**config.mk**
```make
export PLATFORM = sky130hd
export DESIGN_NAME = seq_detector_prog
export DESIGN_NICKNAME = d
export VERILOG_FILES = /design/src/rtl/seq_detector_prog.sv
export SDC_FILE = /design/constraint.sdc
export NUM_CORES = 1
export LEC_CHECK = 0
export CORE_MARGIN = 2
export CORE_UTILIZATION = 45
export CTS_BUF_LIST = sky130_fd_sc_hd__clkbuf_8 sky130_fd_sc_hd__clkbuf_16
export DETAILED_ROUTE_END_ITERATION = 8
export HOLD_SLACK_MARGIN = 0.03
export PLACE_DENSITY_LB_ADDON = 0.1
export SYNTH_ARGS = -nofsm -noshare
export SYNTH_HDL_FRONTEND = slang
export SYNTH_SLANG_ARGS = --single-unit
```
**constraint.sdc**
```tcl
create_clock -name clk -period 3.44 [get_ports clk]
set_clock_uncertainty 0.1 [all_clocks]
set_input_delay 0.688 -clock clk [delete_from_list [all_inputs] [get_ports clk]]
set_output_delay 0.688 -clock clk [all_outputs]
set_load 0.03 [all_outputs]
```
**src/rtl/seq_detector_prog.sv**
```systemverilog
// Runtime-programmable serial bit-sequence detector with a maskable pattern,
// overlap/non-overlap detection and a saturating match counter.
module seq_detector_prog #(
    parameter int                   PAT_LEN      = 5,
    parameter logic [PAT_LEN-1:0]   PAT_DEFAULT  = 5'b10011,
    parameter logic [PAT_LEN-1:0]   MASK_DEFAULT = '0,
    parameter int                   CNT_W        = 8
) (
    input  logic               clk,
    input  logic               rst,
    input  logic               in,
    input  logic               in_valid,
    input  logic               overlap,
    input  logic               pat_load,
    input  logic [PAT_LEN-1:0] pat_in,
    input  logic [PAT_LEN-1:0] mask_in,
    input  logic               cnt_clr,
    output logic               match,
    output logic [CNT_W-1:0]   match_cnt,
    output logic               armed
);

    localparam int FW = $clog2(PAT_LEN + 1);
    localparam logic [FW-1:0]    FULL    = FW'(PAT_LEN);
    localparam logic [CNT_W-1:0] CNT_MAX = '1;

    localparam logic [1:0] S_EMPTY   = 2'd0;
    localparam logic [1:0] S_FILLING = 2'd1;
    localparam logic [1:0] S_ARMED   = 2'd2;

    logic [PAT_LEN-1:0] hist;
    logic [PAT_LEN-1:0] hist_nx;
    logic [PAT_LEN-1:0] pat;
    logic [PAT_LEN-1:0] mask;
    logic [FW-1:0]      fill;
    logic [FW-1:0]      fill_nx;
    logic [1:0]         state;
    logic [1:0]         state_nx;
    logic               hit;
    logic [CNT_W-1:0]   cnt_base;
    logic [CNT_W-1:0]   cnt_nx;

    always_comb begin
        hist_nx  = hist;
        fill_nx  = fill;
        state_nx = state;
        hit      = 1'b0;
        cnt_base = cnt_clr ? '0 : match_cnt;
        if (pat_load) begin
            // a reload discards the bit sampled on the same edge
            hist_nx  = '0;
            fill_nx  = '0;
            state_nx = S_EMPTY;
        end else if (in_valid) begin
            hist_nx = {hist[PAT_LEN-2:0], in};
            fill_nx = (fill == FULL) ? FULL : fill + 1'b1;
            hit     = (fill_nx == FULL) &&
                      (((hist_nx ^ pat) & ~mask) == '0);
            if (hit && !overlap) begin
                fill_nx  = '0;
                state_nx = S_EMPTY;
            end else if (fill_nx == FULL) begin
                state_nx = S_ARMED;
            end else begin
                state_nx = S_FILLING;
            end
        end
        cnt_nx = (hit && cnt_base != CNT_MAX) ? cnt_base + 1'b1 : cnt_base;
    end

    always_ff @(posedge clk) begin
        if (rst) begin
            hist      <= '0;
            fill      <= '0;
            state     <= S_EMPTY;
            pat       <= PAT_DEFAULT;
            mask      <= MASK_DEFAULT;
            match     <= 1'b0;
            match_cnt <= '0;
        end else begin
            hist      <= hist_nx;
            fill      <= fill_nx;
            state     <= state_nx;
            match     <= hit;
            match_cnt <= cnt_nx;
            if (pat_load) begin
                pat  <= pat_in;
                mask <= mask_in;
            end
        end
    end

    assign armed = (state == S_ARMED);

endmodule

```
-- Word-level counts from Yosys, hierarchy flattened
Index checks and enable logic that the tools add are counted.
- equal/unequal tests: 4
- bitwise gates (word level): 3
- reductions and logical operators: 6
- mux-type cells: 8
- add/subtract/negate cells: 2
- operators by type and width (kind ; number):
    $mux 8 ; 2
    $add 8x1->8 const B ; 1
    $ne 8x8->1 const B ; 1
    $eq 3x3->1 const B ; 2
    $mux 3 ; 2
    $and 5x5->5 ; 1
    $logic_not 5->1 ; 1
    $not 5->5 ; 1
    $xor 5x5->5 ; 1
    $mux 2 ; 2
    $add 3x1->3 const B ; 1
    $logic_and 1x1->1 ; 3
    $eq 2x2->1 const B ; 1
    $mux 1 ; 2
    $reduce_or 2->1 ; 1
    $logic_not 1->1 ; 1
- output and inout port bits: 10
- input bits: 17
- logic and storage cells: 30
- register bits: 28

-- Logic depth before layout (Yosys ltp)
- depth in word-level cells: 8
- depth in mapped cells: 7
- mapped depth without buffers: 7

-- Least setup slack after synthesis
No wires, ideal clock.
- kind: input port to flip-flop
- start point: input port in
- end point: register match_cnt[4]
- arrival time: 2.116 ns
- library setup time: 0.070 ns
- buffers on the path: 0
- required time: 3.270 ns
- path slack: 1.153 ns
- stages: 5
- cell sequence: xor2_1 > a222oi_1 > nand2_2 > or4_1 > o21ai_1
- word-level cells in the longest chain between the ends: 8
- RTL lines (what ; RTL line ; source):
    start: declaration ; 11 ; input logic in,
    $xor 5x5->5 ; 58 ; (((hist_nx ^ pat) & ~mask) == '0);
    $and 5x5->5 ; 58 ;
    $logic_not 5->1 ; 58 ;
    $logic_and 1x1->1 ; 57 ; hit = (fill_nx == FULL) &&
    $mux 1 ; 54 ; end else if (in_valid) begin
    $mux 1 ; 49 ; if (pat_load) begin
    $logic_and 1x1->1 ; 68 ; cnt_nx = (hit && cnt_base != CNT_MAX) ? cnt_base + 1'b1 : cnt_base;
    $mux 8 ; 68 ;
    end signal: assignment ; 85 ; match_cnt <= cnt_nx;
    end: declaration ; 19 ; output logic [CNT_W-1:0] match_cnt,
Every way passes these cells.
A chain may end at the register's enable or synchronous reset.

-- Worst setup path in the final report
- start point: input port cnt_clr
- end point: register match_cnt[3]
- word-level cells in the longest chain between the ends: 4
- elaborated cells on any way between the ends: 5
- classes of those cells: 1 x add/sub; 1 x eq/ne; 2 x mux; 1 x reduce/logical
- RTL lines (what ; RTL line ; source):
    start: declaration ; 17 ; input logic cnt_clr,
    $mux 8 * ; 48 ; cnt_base = cnt_clr ? '0 : match_cnt;
    parallel branches: the longest is 2 deep, another holds $add 8x1->8 ; - ;
    $mux 8 * ; 68 ;
Every way passes the cells marked *.

==> flow_summary.yaml <==
outcome:
  status: "complete, no violations"
global_route:
  grt_pass1_vias: 1011
  grtUsageMet1_pct: 21.95
  busiest_layer: "met2"
  grtUsageMet3_pct: 4.082
  grt_max_degree: 16
  grt-ovfl-total: 0
  antenna_found_initial: 0
  grt_pass1_wl_um: 4436
  grtUsageMet2_pct: 28.90
  track_usage_pct: 17.45
route:
  post_drt_wl_per_cell_um: 13.02
  drc: 0
  routed-via-count: 1108
  ant_nets: 0
  wl_um: 2657
  routed_via_density: 5.431
  first_pass_iters: 4
  first_iter_violations: 16
floorplan:
  core_area_um2: 2710
  fp-row-count: 19
  fp.dieH_um: 57.18
  die_width_um: 57.18
  io_pins: 27
  dieArea_um2: 3269
  start_util_pct: 46.95
layout:
  drive_gt1_share_pct: 5.202
  ff_latch_area_um2: 560.5
  fin_util_pct: 59.88
  diodes: 0
  nets: 193
  num-fill-cells: 263
  multi_input_area_um2: 665.6
  area_growth_pct: 27.53
  stdcell_count: 204
synth:
  syn_inst: 145
  synth_cell_types: 37
  synth-edff-count: 0
  yosysSeqAreaShare_pct: 44.05
  async_reset_ff_share_pct: 0
  synthTopCellsByCount: "dfxtp_1, nor2_1, mux2i_1, nand2_1, inv_1"
  synth_top_area_share_pct: 44.05
  syn_area_um2: 1272
  synth_ff_type: "dfxtp_1"
  synth-seq-cells: 28
  synth_nets: 163
  synth_most_common_cell: "dfxtp_1"
  synth.avg_cell_area_um2: 8.776
  yosys_warnings: 0
  yosys-top-cells-area: "dfxtp_1, mux2i_1, nor2_1, nand2_1, nor2b_1"
  yosysTopAreaCell: "dfxtp_1"
timing:
  tightest_slew_ns: 0.4059
  finalMaxSlewViolations: 0
  setup_viol_count_final: 0
  setup_ws_ns: 0.6710
  slew_headroom_pct: 72.84
  rsz0062_at_grt: "false"
  tns_ns: 0
  fin_crit_sh_pct: 80.49
  report.final.hold_viol_count: 0
  fin_crit_ns: 2.769
  holdWs_ns: 0.4019
  clock.fmax_mhz: 361.1
power:
  p_leak_nw: 0.6134
  p_clk_share_pct: 30.3
  power.density_nw_per_um2: 357.4
  internal_power_mw: 0.4477
  vdd_drop_max_mv: 0.2942
  pwr-share-comb_pct: 11.3
  power.share.sequential_pct: 58.4
  switching_share_pct: 22.80
  p_sw_mw: 0.1322
clock_tree:
  insertion_delay_ns: 0.27
  cts_num_sinks: 28
  cts_root_buffer: "clkbuf_8"
  clock_path_buffers: 2
  ctsHoldBuffers: 0
  cts-resized-gates: 0
  clk_transition_reported_paths_ns: 0.09
  cts_tree: "done"
  postCtsSetupBuffers: 0
  htreeDepth: 1
  cts_buffers: 3
critical_path:
  crit_arrival_ns: 2.88
  crit_fanout: 9
  required_ns: 3.55
  cp-start-kind: "input pin"
  crit_type: "input pin to register"
  cp-end-kind: "register"
placed_design:
  place_inst: 201
  gp_congestion: 0.8103
  place_ws_ns: 0.4144
  hpwl_um: 1995
  port_buffers: 26
flow_run:
  drv_cap: 0
hold_path:
  worstHoldPathType: "register to register"
-- stage by stage --
step                      total power, mW  instance area [um2]
after floorplan                    0.3793                 1272
after global placement             0.4102                 1582
after detailed placement           0.4118                 1582
after CTS                          0.5876                 1623
after global routing               0.6113                 1623
final                              0.5799                 1623
-- kinds of logic after synthesis --
kind of cell    count (synthesis)  share of synthesized area (%)
compound gates                 23                          12.19
mux                            11                          8.653
flops                          28                          44.05
xor+xnor                        7                          4.818
simple gates                   63                          25.67
buf+inv                        12                          3.638
fa+ha+maj                       1                         0.9831
-- registers in the layout (all words and copies together) (netlist names) --
name / count
fill: 3
hist: 4
state: 2
match: 1
match_cnt: 8
pat: 5
mask: 5
-- worst paths after layout --
kind                                               from  cells after the start                 endpoint  slack [ns]
worst max-delay path                            cnt_clr                      8  match_cnt[3]$_SDFF_PP0_        0.67
worst min-delay path              state[1]$_SDFFE_PP0P_                      2    state[1]$_SDFFE_PP0P_        0.40
worst max register to register  match_cnt[1]$_SDFF_PP0_                      7  match_cnt[3]$_SDFF_PP0_        1.34
worst min register to register    state[1]$_SDFFE_PP0P_                      2    state[1]$_SDFFE_PP0P_        0.40
-- power groups by stage --
stage	Combinational (mW)	Sequential, mW	Clock [mW]
2_1_floorplan	0.0343	0.345	0
3_3_place_gp	0.0641	0.346	0
4_1_cts	0.0657	0.339	0.183
5_1_grt	0.0721	0.340	0.199
6_report	0.0654	0.339	0.176
3_5_place_dp	0.0654	0.346	0
-- cell usage in the layout (no fill, tap or decap), types with 2 or more instances in the layout --
cell type and n:
o32ai_1 3, a31oi_1 2, inv_1 7, nand4_1 3
xnor2_1 3, nor4_1 2, clkbuf_8 3, nor2_1 19
clkdlybuf4s50_1 26, and4b_1 2, nand2_1 11, nand3_1 5
buf_4 4, xor2_1 4, a211o_1 3, mux2i_1 11
nand2b_1 2, a21oi_1 4, o21ai_0 6, or3_1 2
nor2b_1 6, dfxtp_1 28, nor3_1 3
-- worst max-delay path: stages --
cell	delay (ns)
clkdlybuf4s50_1	0.62
nor2b_1	0.11
ha_1	0.22
and4b_1	0.25
a31oi_1	0.27
nand3_1	0.18
or3_1	0.38
a21boi_1	0.15
-- layout make-up --
| class | instances | share of cell area, % |
|---|---|---|
| clock buffer | 3 | 2.544 |
| inverter | 7 | 1.619 |
| multi-input combinational | 105 | 41.02 |
| sequential | 28 | 34.54 |
| tap | 31 | 2.390 |
| timing repair buffer | 30 | 17.89 |
-- layer usage --
metal  share of wire [%]  vias up  wire, um
met1                  47      509      1251
li1                    -      567         -
met3                 4.8        5       127
met2                  47       27      1237
met4                 1.5        0        40
met5                   0        -         0
(Power assumes the default switching activity.)
